==> config.mk <==
export PLATFORM = sky130hd
export DESIGN_NAME = datamem_arbiter_flat
export DESIGN_NICKNAME = d
export VERILOG_FILES = /design/src/rtl/datamem_arbiter_pkg.sv /design/src/rtl/datamem_arbiter_if.sv /design/src/rtl/datamem_arb_port_mux.sv /design/src/rtl/datamem_arbiter.sv /design/src/flat_wrapper.sv
export SDC_FILE = /design/constraint.sdc
export NUM_CORES = 1
export LEC_CHECK = 0
export CAP_MARGIN = 25
export CORE_AREA = 2 2 92 94
export CTS_CLUSTER_DIAMETER = 40
export DETAILED_ROUTE_END_ITERATION = 16
export DIE_AREA = 0 0 94 96
export PLACE_DENSITY = 0.84
export SYNTH_ARGS = -nofsm -noshare
export SYNTH_HDL_FRONTEND = slang
export SYNTH_HIERARCHICAL = 1
export SYNTH_SLANG_ARGS = --single-unit
==> constraint.sdc <==
create_clock -name clk -period 3.39 [get_ports clk]
set_input_delay 0.5085 -clock clk [delete_from_list [all_inputs] [get_ports clk]]
set_output_delay 0.5085 -clock clk [all_outputs]
set_load 0.01 [all_outputs]
==> src/rtl/datamem_arbiter_pkg.sv <==
// rtl/datamem_arbiter_pkg.sv - shared encodings and defaults for the datamem arbiter
package datamem_arbiter_pkg;

    localparam int ARB_DATA_W = 32;
    localparam int ARB_ADDR_W = 10;

    typedef enum logic [1:0] {
        ARB_UNLOCKED = 2'd0,
        ARB_LOCK_CPU = 2'd1,
        ARB_LOCK_AUX = 2'd2
    } arb_state_e;

    typedef enum logic {
        ARB_CPU = 1'b0,
        ARB_AUX = 1'b1
    } arb_port_e;

    function automatic arb_port_e arb_other(input arb_port_e p);
        return (p == ARB_CPU) ? ARB_AUX : ARB_CPU;
    endfunction

endpackage

==> src/rtl/datamem_arbiter_if.sv <==
// rtl/datamem_arbiter_if.sv - requester and datamem signal bundle for the arbiter
interface datamem_arbiter_if
    import datamem_arbiter_pkg::*;
#(
    parameter int DATA_W = ARB_DATA_W,
    parameter int ADDR_W = ARB_ADDR_W
) ();

    logic              cpu_req;
    logic              cpu_we;
    logic              cpu_lock;
    logic [ADDR_W-1:0] cpu_addr;
    logic [DATA_W-1:0] cpu_wdata;
    logic              cpu_ready;
    logic              cpu_rvalid;
    logic [DATA_W-1:0] cpu_rdata;

    logic              aux_req;
    logic              aux_we;
    logic              aux_lock;
    logic [ADDR_W-1:0] aux_addr;
    logic [DATA_W-1:0] aux_wdata;
    logic              aux_ready;
    logic              aux_rvalid;
    logic [DATA_W-1:0] aux_rdata;

    logic              mem_en;
    logic              mem_we;
    logic [ADDR_W-1:0] mem_addr;
    logic [DATA_W-1:0] mem_wdata;
    logic [DATA_W-1:0] mem_rdata;

    modport slave (
        input  cpu_req, cpu_we, cpu_lock, cpu_addr, cpu_wdata,
        output cpu_ready, cpu_rvalid, cpu_rdata,
        input  aux_req, aux_we, aux_lock, aux_addr, aux_wdata,
        output aux_ready, aux_rvalid, aux_rdata,
        output mem_en, mem_we, mem_addr, mem_wdata,
        input  mem_rdata
    );

    modport master (
        output cpu_req, cpu_we, cpu_lock, cpu_addr, cpu_wdata,
        input  cpu_ready, cpu_rvalid, cpu_rdata,
        output aux_req, aux_we, aux_lock, aux_addr, aux_wdata,
        input  aux_ready, aux_rvalid, aux_rdata,
        input  mem_en, mem_we, mem_addr, mem_wdata,
        output mem_rdata
    );

endinterface

==> src/rtl/datamem_arb_port_mux.sv <==
// rtl/datamem_arb_port_mux.sv - steers the granted port's access fields onto datamem
module datamem_arb_port_mux
    import datamem_arbiter_pkg::*;
#(
    parameter int DATA_W = ARB_DATA_W,
    parameter int ADDR_W = ARB_ADDR_W
) (
    input  logic              en,
    input  arb_port_e         sel,
    input  logic              cpu_we,
    input  logic [ADDR_W-1:0] cpu_addr,
    input  logic [DATA_W-1:0] cpu_wdata,
    input  logic              aux_we,
    input  logic [ADDR_W-1:0] aux_addr,
    input  logic [DATA_W-1:0] aux_wdata,
    output logic              mem_en,
    output logic              mem_we,
    output logic [ADDR_W-1:0] mem_addr,
    output logic [DATA_W-1:0] mem_wdata
);

    always_comb begin
        mem_en = en;
        if (sel == ARB_AUX) begin
            mem_we    = en & aux_we;
            mem_addr  = aux_addr;
            mem_wdata = aux_wdata;
        end else begin
            mem_we    = en & cpu_we;
            mem_addr  = cpu_addr;
            mem_wdata = cpu_wdata;
        end
    end

endmodule

==> src/rtl/datamem_arbiter.sv <==
// rtl/datamem_arbiter.sv - two-port datamem arbiter with bounded lock
// Optional: DATAMEM_ARB_ROUND_ROBIN_EN enables alternating priority under contention.
module datamem_arbiter
    import datamem_arbiter_pkg::*;
#(
    parameter int DATA_W   = ARB_DATA_W,
    parameter int ADDR_W   = ARB_ADDR_W,
    parameter int LOCK_MAX = 8
) (
    input  logic               clk,
    input  logic               rst,
    datamem_arbiter_if.slave   bus
);

    localparam int CNT_W = $clog2(LOCK_MAX + 1);

    arb_state_e       state_q, state_d;
    logic [CNT_W-1:0] cnt_q, cnt_d;
    arb_port_e        prio_q, prio_d;
    logic             pend_cpu_q, pend_cpu_d;
    logic             pend_aux_q, pend_aux_d;

    logic             gnt_valid;
    arb_port_e        gnt_port;
    logic             gnt_lock;
    logic             contested;
    logic             cpu_ready;
    logic             aux_ready;
    logic             cpu_rvalid;
    logic             aux_rvalid;

    // Grant is purely combinational; reset masks every grant in the same cycle.
    always_comb begin
        gnt_valid = 1'b0;
        gnt_port  = ARB_CPU;
        contested = bus.cpu_req & bus.aux_req;
        if (!rst) begin
            case (state_q)
                ARB_LOCK_CPU: begin
                    gnt_valid = bus.cpu_req;
                    gnt_port  = ARB_CPU;
                end
                ARB_LOCK_AUX: begin
                    gnt_valid = bus.aux_req;
                    gnt_port  = ARB_AUX;
                end
                default: begin
                    gnt_valid = bus.cpu_req | bus.aux_req;
                    if (contested) begin
                        gnt_port = prio_q;
                    end else if (bus.aux_req) begin
                        gnt_port = ARB_AUX;
                    end
                end
            endcase
        end
    end

    assign cpu_ready = gnt_valid & (gnt_port == ARB_CPU);
    assign aux_ready = gnt_valid & (gnt_port == ARB_AUX);
    assign gnt_lock  = (gnt_port == ARB_CPU) ? bus.cpu_lock : bus.aux_lock;

    always_comb begin
        state_d    = state_q;
        cnt_d      = cnt_q;
        prio_d     = prio_q;
        pend_cpu_d = cpu_ready & ~bus.cpu_we;
        pend_aux_d = aux_ready & ~bus.aux_we;
        case (state_q)
            ARB_LOCK_CPU, ARB_LOCK_AUX: begin
                // Timeout wins over a renewed lock request so the hold stays bounded.
                if (cnt_q == CNT_W'(LOCK_MAX)) begin
                    state_d = ARB_UNLOCKED;
                    cnt_d   = '0;
                    prio_d  = arb_other((state_q == ARB_LOCK_CPU) ? ARB_CPU : ARB_AUX);
                end else if (gnt_valid && !gnt_lock) begin
                    state_d = ARB_UNLOCKED;
                    cnt_d   = '0;
                end else begin
                    cnt_d = cnt_q + CNT_W'(1);
                end
            end
            default: begin
                if (gnt_valid && contested) begin
`ifdef DATAMEM_ARB_ROUND_ROBIN_EN
                    prio_d = arb_other(gnt_port);
`else
                    prio_d = ARB_CPU;
`endif
                end
                if (gnt_valid && gnt_lock) begin
                    state_d = (gnt_port == ARB_CPU) ? ARB_LOCK_CPU : ARB_LOCK_AUX;
                    cnt_d   = CNT_W'(1);
                end
            end
        endcase
    end

    always_ff @(posedge clk) begin
        if (rst) begin
            state_q    <= ARB_UNLOCKED;
            cnt_q      <= '0;
            prio_q     <= ARB_CPU;
            pend_cpu_q <= 1'b0;
            pend_aux_q <= 1'b0;
        end else begin
            state_q    <= state_d;
            cnt_q      <= cnt_d;
            prio_q     <= prio_d;
            pend_cpu_q <= pend_cpu_d;
            pend_aux_q <= pend_aux_d;
        end
    end

    datamem_arb_port_mux #(
        .DATA_W (DATA_W),
        .ADDR_W (ADDR_W)
    ) u_port_mux (
        .en        (gnt_valid),
        .sel       (gnt_port),
        .cpu_we    (bus.cpu_we),
        .cpu_addr  (bus.cpu_addr),
        .cpu_wdata (bus.cpu_wdata),
        .aux_we    (bus.aux_we),
        .aux_addr  (bus.aux_addr),
        .aux_wdata (bus.aux_wdata),
        .mem_en    (bus.mem_en),
        .mem_we    (bus.mem_we),
        .mem_addr  (bus.mem_addr),
        .mem_wdata (bus.mem_wdata)
    );

    // Read data is passed straight from datamem in the pulse cycle; reset squashes it.
    assign cpu_rvalid     = pend_cpu_q & ~rst;
    assign aux_rvalid     = pend_aux_q & ~rst;
    assign bus.cpu_ready  = cpu_ready;
    assign bus.aux_ready  = aux_ready;
    assign bus.cpu_rvalid = cpu_rvalid;
    assign bus.aux_rvalid = aux_rvalid;
    assign bus.cpu_rdata  = cpu_rvalid ? bus.mem_rdata : '0;
    assign bus.aux_rdata  = aux_rvalid ? bus.mem_rdata : '0;

endmodule

==> src/flat_wrapper.sv <==
// flat-port wrapper written by rule: the top's interface ports become plain ports
module datamem_arbiter_flat import datamem_arbiter_pkg::*;
#(
    parameter int DATA_W   = ARB_DATA_W,
    parameter int ADDR_W   = ARB_ADDR_W,
    parameter int LOCK_MAX = 8
)
  (clk, rst, bus_cpu_req, bus_cpu_we, bus_cpu_lock, bus_cpu_addr, bus_cpu_wdata, bus_cpu_ready, bus_cpu_rvalid, bus_cpu_rdata, bus_aux_req, bus_aux_we, bus_aux_lock, bus_aux_addr, bus_aux_wdata, bus_aux_ready, bus_aux_rvalid, bus_aux_rdata, bus_mem_en, bus_mem_we, bus_mem_addr, bus_mem_wdata, bus_mem_rdata);
  datamem_arbiter_if #(.DATA_W(DATA_W), .ADDR_W(ADDR_W)) bus_i ();
  input  logic clk;
  input  logic rst;
  input wire logic [$bits(bus_i.cpu_req)-1:0] bus_cpu_req;
  input wire logic [$bits(bus_i.cpu_we)-1:0] bus_cpu_we;
  input wire logic [$bits(bus_i.cpu_lock)-1:0] bus_cpu_lock;
  input wire logic [$bits(bus_i.cpu_addr)-1:0] bus_cpu_addr;
  input wire logic [$bits(bus_i.cpu_wdata)-1:0] bus_cpu_wdata;
  output wire logic [$bits(bus_i.cpu_ready)-1:0] bus_cpu_ready;
  output wire logic [$bits(bus_i.cpu_rvalid)-1:0] bus_cpu_rvalid;
  output wire logic [$bits(bus_i.cpu_rdata)-1:0] bus_cpu_rdata;
  input wire logic [$bits(bus_i.aux_req)-1:0] bus_aux_req;
  input wire logic [$bits(bus_i.aux_we)-1:0] bus_aux_we;
  input wire logic [$bits(bus_i.aux_lock)-1:0] bus_aux_lock;
  input wire logic [$bits(bus_i.aux_addr)-1:0] bus_aux_addr;
  input wire logic [$bits(bus_i.aux_wdata)-1:0] bus_aux_wdata;
  output wire logic [$bits(bus_i.aux_ready)-1:0] bus_aux_ready;
  output wire logic [$bits(bus_i.aux_rvalid)-1:0] bus_aux_rvalid;
  output wire logic [$bits(bus_i.aux_rdata)-1:0] bus_aux_rdata;
  output wire logic [$bits(bus_i.mem_en)-1:0] bus_mem_en;
  output wire logic [$bits(bus_i.mem_we)-1:0] bus_mem_we;
  output wire logic [$bits(bus_i.mem_addr)-1:0] bus_mem_addr;
  output wire logic [$bits(bus_i.mem_wdata)-1:0] bus_mem_wdata;
  input wire logic [$bits(bus_i.mem_rdata)-1:0] bus_mem_rdata;
  assign bus_i.cpu_req = bus_cpu_req;
  assign bus_i.cpu_we = bus_cpu_we;
  assign bus_i.cpu_lock = bus_cpu_lock;
  assign bus_i.cpu_addr = bus_cpu_addr;
  assign bus_i.cpu_wdata = bus_cpu_wdata;
  assign bus_cpu_ready = bus_i.cpu_ready;
  assign bus_cpu_rvalid = bus_i.cpu_rvalid;
  assign bus_cpu_rdata = bus_i.cpu_rdata;
  assign bus_i.aux_req = bus_aux_req;
  assign bus_i.aux_we = bus_aux_we;
  assign bus_i.aux_lock = bus_aux_lock;
  assign bus_i.aux_addr = bus_aux_addr;
  assign bus_i.aux_wdata = bus_aux_wdata;
  assign bus_aux_ready = bus_i.aux_ready;
  assign bus_aux_rvalid = bus_i.aux_rvalid;
  assign bus_aux_rdata = bus_i.aux_rdata;
  assign bus_mem_en = bus_i.mem_en;
  assign bus_mem_we = bus_i.mem_we;
  assign bus_mem_addr = bus_i.mem_addr;
  assign bus_mem_wdata = bus_i.mem_wdata;
  assign bus_i.mem_rdata = bus_mem_rdata;
  datamem_arbiter #(.DATA_W(DATA_W), .ADDR_W(ADDR_W), .LOCK_MAX(LOCK_MAX)) u_core (.clk(clk), .rst(rst), .bus(bus_i));
endmodule
======== Word-level counts from Yosys, hierarchy flattened ========
Index checks and enable logic that the tools add are counted.
cells by class
  add/sub/neg operators ................... 1
  reduce and logical (&&, ||, !) cells .... 9
  bitwise logic cells ..................... 14
  equality and inequality tests ........... 5
  mux-type cells .......................... 25
operators with widths
  operator                                                                  count
  32-bit two-way mux                                                        3
  4-bit two-way mux                                                         4
  1-bit two-way mux                                                         10
  10-bit two-way mux                                                        1
  2-bit two-way mux                                                         5
  1-bit bitwise AND                                                         9
  4-bit by 1-bit adder with 4-bit output (second input constant)            1
  4-bit == test (second input constant)                                     1
  1-bit inverter                                                            4
  1-bit one-hot mux with 2 select lines                                     2
  2-bit AND reduction                                                       2
  2-bit nonzero test                                                        2
  1-bit logical AND                                                         3
  3-bit by 1-bit inequality test with 1-bit output (second input constant)  1
  2-bit by 1-bit == test with 1-bit output (second input constant)          1
  2-bit == test (second input constant)                                     1
  2-bit by 1-bit inequality test with 1-bit output (second input constant)  1
  2-bit OR reduction                                                        1
  1-bit logical NOT                                                         1
  1-bit bitwise OR                                                          1
word-level totals
  logic and storage cells ................. 59
  input bits .............................. 124
  flip-flop bits (word level) ............. 9

======== Longest topological paths before layout ========
Gate-level depths: netlist (run 1).
  depth after elaboration ................. 10
  gate-level depth with buffers ........... 9

======== Cells and area by module ========
Netlist (run 1), hierarchy kept.
by module, submodules not included
  module                cells each  area each (µm²)  times used
  datamem_arbiter       152         1081.0           1
  datamem_arb_port_mux  50          738.2            1

======== Worst setup path after synthesis (run 1) ========
Ideal clock, no wire load.
  path type ............................... flip-flop to output port
  from .................................... register u_core.state_q[0]
  to ...................................... output port bus_mem_addr[0]
  arrival ................................. 1880 ps
  slack ................................... 1002 ps
  stages on the path, launching flop included .. 10
  data required time ...................... 2882 ps
  cell sequence ........................... dfxtp_1 > inv_1 > ha_1 > nand2b_1 > o21ai_0 > nand2_1 > inv_1 > buf_6 > buf_12 > mux2_4
on the way
  longest elaborated chain between the ends .. 4
  elaborated cells between the ends (all ways) .. 5
  classes of those cells .................. 2 x eq/ne; 3 x mux
RTL lines
  element                                                                    RTL line                    source
  from (decl)                                                                datamem_arbiter.sv:17       arb_state_e state_q, state_d;
  from (signal assigned)                                                     datamem_arbiter.sv:107      state_q <= state_d;
  2-bit == test or 2-bit by 1-bit == test with 1-bit output (tied branches)  datamem_arbiter.sv:38       case (state_q)
  1-bit one-hot mux with 2 select lines *                                    datamem_arbiter.sv:38
  1-bit two-way mux *                                                        datamem_arbiter.sv:37       if (!rst) begin
  via u_core.gnt_port                                                        datamem_arbiter.sv:24       arb_port_e gnt_port;
  10-bit two-way mux *                                                       datamem_arb_port_mux.sv:24  if (sel == ARB_AUX) begin
  to (decl)                                                                  flat_wrapper.sv:30          output wire logic [$bits(bus_i.mem_addr)-1:0] bus_mem_addr;
Mark *: on every way through the listed nets, which the timed path passes. The rest lies on a longest branch.

======== Worst setup path in the final report (run 1) ========
  from .................................... input port bus_aux_req
  to ...................................... output port bus_mem_addr[7]
on the way
  longest elaborated chain between the ends .. 5
  elaborated cells between the ends (all ways) .. 6
  classes of those cells .................. 5 x mux; 1 x bitwise
RTL lines
  element                                                 RTL line                                      source
  from (decl)                                             flat_wrapper.sv:20                            input wire logic [$bits(bus_i.aux_req)-1:0] bus_aux_req;
  1-bit two-way mux or 1-bit bitwise AND (tied branches)  datamem_arbiter.sv:51, datamem_arbiter.sv:36
  1-bit two-way mux *                                     datamem_arbiter.sv:49                         if (contested) begin
  1-bit one-hot mux with 2 select lines *                 datamem_arbiter.sv:38
  1-bit two-way mux *                                     datamem_arbiter.sv:37
  via u_core.gnt_port                                     datamem_arbiter.sv:24
  10-bit two-way mux *                                    datamem_arb_port_mux.sv:24
Marked as above.

==> key figures, run 1 <==
Route
  • Routed vias/inst: 4.42
  • DR iter-0 viols: 51
  • Wire length per cell: 17.8 um
  • Via count: 2,389
  • Final WL: 9.63 mm
  • ANT nets after route: 0
  • Pre-antenna DRT Iters: 4
  • # DRC: 0

Final layout
  • Final net count: 566
  • Ant diodes: 0
  • Filler instances: 747
  • Area of the multi-input gates: 0.00147 mm^2
  • Share of layout cells above drive strength 1: 0.140
  • Syn-to-layout area delta: 137%
  • Sequential cell area: 181 um^2

Global route
  • All-layer global routing usage: 0.188
  • Antenna violations before repair: 0
  • First-pass GRT wire length: 13.2 mm
  • Grt total ovfl: 0
  • Largest net degree at the start of global routing: 34
  • Vias in the first global route: 2,466

STA
  • Max-slew headroom: 0.716
  • Slew Viols, Final: 0
  • Hold Vio Cnt, Final: 0
  • Layout Skew: 1.63 ps
  • RSZ-0062 raised after global routing: false
  • Final setup viols: 0
  • Tmin final: 3340 ps
  • Fmax: 300 MHz
  • Tcrit/Tclk final: 0.985
  • Worst-Margin Slew: 425 ps
  • Setup TNS Final: 0 ps

Power
  • P_leak: 1.74 nW
  • Sequential Power Share: 0.149
  • Total power: 0.837 mW
  • Cell Int Power: 0.564 mW
  • Clk network pwr share: 0.150
  • Peak VDD IR: 0.000110 V
  • Switching pwr: 0.273 mW
  • Combinational power share: 0.701
  • Sw frac: 0.326
  • Power per cell area: 194 mW/mm^2

Worst setup path
  • Reg2reg setup slack: 1200 ps
  • Arr. time, crit path: 2830 ps
  • Reg2reg start: u_core/state_q[0]$_SDFFE_PP0P_
  • Max stage delay on crit path: 570 ps
  • Crit-path max FO: 18
  • Slowest cell on the critical path: clkdlybuf4s50_1
  • Critical path class: primary input to output port
  • FF-to-FF path depth: 7
  • Crit path top cell by count: clkdlybuf4s50_1
  • CP cell instances: clkdlybuf4s50_1, nand2_2, o21ai_0, nand2_1, inv_2, buf_12, mux2_2, clkdlybuf4s50_1
  • Crit start category: primary input
  • Worst Setup End Kind: output port
  • Worst Path Required: 2880 ps
  • Worst r2r dst: u_core/state_q[0]$_SDFFE_PP0P_

Hold path
  • Min-delay src: u_core/cnt_q[0]$_SDFFE_PP0P_
  • WHS Endpoint: u_core/cnt_q[0]$_SDFFE_PP0P_
  • Hold Path Depth: 2
  • Hold WC Path Type: register to register

Logic synthesis
  • Yosys Warn Count: 6
  • Seq cells post-synth: 9
  • Synth area leader: mux2_4
  • Top cell type's share of synthesized area: 0.330
  • Seq/Total Area, Yosys: 0.0990
  • Synth area leaders: mux2_4 33%, and2_1 23%, dfxtp_1 9.9%
  • Synth Net Count: 331
  • Synth unique cells: 38
  • Cell count after synthesis: 202
  • Cell Area, Synth: 0.00182 mm^2
  • Syn avg cell area: 9.01 um^2

CTS
  • Worst-path clk slew: 50 ps
  • Clock Sinks: 9
  • Max clock buf depth: 2
  • CTS tree: built
  • H-Tree Depth: 1
  • Clock root cell: clkbuf_8
  • Num CTS Buffers: 3
  • Clock latency on the worst-skew pair: 230 ps
  • Buffer count from post-CTS setup fixing: 0

Floorplan
  • Num ports: 236
  • Initial Util: 0.226
  • Die W: 94 um
  • Total die area: 0.00902 mm^2
  • Core Box Area: 0.00805 mm^2
  • Vert. Die Dim: 96 um
  • Cell Rows: 33

Placed design
  • DP HPWL: 8.09 mm
  • RD Place Congestion: 0.827
  • Number of port buffers: 235

Job
  • Max Cap Viol: 0

Outcome
  • Status: completed
==> flip-flops by register name, indices dropped and copies added, names as in the netlist <==
name	cells
u_core/pend_cpu_q	1
u_core/state_q	2
u_core/pend_aux_q	1
u_core/cnt_q	4
u_core/prio_q	1
==> power groups by stage <==
| stage | sequential (mW) | combinational (mW) | clock [mW] |
|---|---|---|---|
| final | 0.125 | 0.587 | 0.125 |
| after global routing | 0.126 | 0.624 | 0.131 |
| after floorplan | 0.124 | 0.263 | 0 |
| after detailed placement | 0.126 | 0.584 | 0 |
| after global placement | 0.126 | 0.574 | 0 |
| after CTS | 0.124 | 0.590 | 0.126 |
==> cells in the final DEF (no fill, tap or decap), drive strengths merged <==
| cell type | n |
|---|---|
| clkdlybuf4s50 | 232 |
| and2 | 66 |
| mux2 | 43 |
| inv | 10 |
| nand2 | 10 |
| dfxtp | 9 |
| buf | 9 |
| nor2 | 6 |
| o21ai | 5 |
| ha | 5 |
| clkbuf | 4 |
| nor2b | 4 |
| o211ai | 4 |
| dlymetal6s2s | 3 |
| nor3 | 3 |
| a21oi | 3 |
| o21a | 2 |
| nand3 | 2 |
| a31oi | 2 |
| mux2i | 2 |
| a22oi | 1 |
| nand2b | 1 |
| o311ai | 1 |
| nand3b | 1 |
| o2111ai | 1 |
| a21boi | 1 |
| xnor2 | 1 |
| nor3b | 1 |
| a211oi | 1 |
| a211o | 1 |
| o211a | 1 |
| a221oi | 1 |
==> per-stage QoR <==
stage | utilization | hold WS (ps) | instances | cell area [um^2] | setup slack (ps)
after floorplan | - | 484 | 202 | 1820 | 1000
after global placement | 0.530 | 499 | 537 | 4260 | 164
after detailed placement | 0.530 | 520 | 537 | 4260 | 110
after CTS | 0.535 | 527 | 541 | 4310 | 30.4
after global routing | 0.536 | 565 | 541 | 4320 | 0.155
final | 0.536 | 524 | 541 | 4320 | 52.0
==> what timing repair did <==
| item | in CTS | in global routing |
|---|---|---|
| hold endpoints to repair | 0 | 0 |
| resized for setup | 0 | 4 |
| setup endpoints to repair | 0 | 40 |
| hold buffers | 0 | 0 |
==> routing by layer <==
layer  vias up  share of wire  track usage
met1      1089           0.39        0.218
met3         8           0.10       0.0626
met5         -              0            0
met4         0          0.010       0.0326
met2       142           0.49        0.340
li1       1150              -            -
==> cells in the mapped netlist <==
cell and n:
buf_4 1, o211ai_1 3, buf_6 1, nand2_1 8, a31oi_1 2, dfxtp_1 9
mux2_4 40, o21ai_0 5, and2_1 66, a221oi_1 1, nand2b_1 1, nor3_1 3
o2111ai_1 1, nor3b_1 1, a211oi_1 1, mux2_1 1, xnor2_1 1, clkbuf_1 6
a21boi_1 1, o311ai_4 1, nand2_2 2, ha_1 5, o211ai_2 1, a21oi_1 3
buf_12 4, buf_2 2, nand3b_1 1, nand3_1 2, o21a_1 2, inv_1 10
o211a_1 1, mux2_2 2, nor2b_4 1, a22oi_1 1, a211o_1 1, mux2i_1 2
nor2b_1 3, nor2_1 6
==> worst max-delay path: cells and delay by family <==
family,cells,cell delay [ps]
compound gates,1,260
simple gates,2,290
buf+inv,4,1410
mux,1,350
==> worst max-delay path by stage <==
stage	from	to	slack (ps)
global route	u_core/state_q[0]$_SDFFE_PP0P_	bus_mem_wdata[7]	0.2
finish	bus_aux_req	bus_mem_addr[7]	50
floorplan	u_core/state_q[0]$_SDFFE_PP0P_	bus_mem_addr[0]	1000
global placement	bus_aux_req	bus_mem_wdata[6]	160
CTS	u_core/state_q[0]$_SDFFE_PP0P_	bus_mem_wdata[5]	30
detailed placement	bus_aux_req	bus_mem_wdata[5]	110
==> layout make-up <==
type                       count  area share
multi-input combinational    169       0.340
inverter                      10     0.00869
clock buffer                   4      0.0104
sequential                     9      0.0420
tap                          105      0.0304
timing repair buffer         244       0.568
==> logic make-up (layout without fill, tap and decap cells) <==
kind of cell,after synthesis,in the layout,synth area share
and+or+nand+nor,94,94,0.306
adders and majority gates,5,5,0.0344
AOI/OAI and AO/OA,24,24,0.103
DFF,9,9,0.0990
muxes,45,45,0.360
buffers and inverters,24,258,0.0929
xor gates and xnor gates,1,1,0.00482
Note: power is estimated with default switching activity, not from simulation.
==> run 2, diff against run 1 <==
--- a/config.mk
+++ b/config.mk
@@ -5,7 +5,6 @@
 export SDC_FILE = /design/constraint.sdc
 export NUM_CORES = 1
 export LEC_CHECK = 0
-export CAP_MARGIN = 25
 export CORE_AREA = 2 2 92 94
 export CTS_CLUSTER_DIAMETER = 40
 export DETAILED_ROUTE_END_ITERATION = 16
==> results of run 2 <==
The final DEF is identical to that of run 1; final timing and power are the same.
==> run 3, diff against run 2 <==
--- a/config.mk
+++ b/config.mk
@@ -6,7 +6,7 @@
 export NUM_CORES = 1
 export LEC_CHECK = 0
 export CORE_AREA = 2 2 92 94
-export CTS_CLUSTER_DIAMETER = 40
+export CTS_CLUSTER_DIAMETER = 120
 export DETAILED_ROUTE_END_ITERATION = 16
 export DIE_AREA = 0 0 94 96
 export PLACE_DENSITY = 0.84
==> results of run 3 <==
The final DEF is identical to that of run 1; final timing and power are the same.
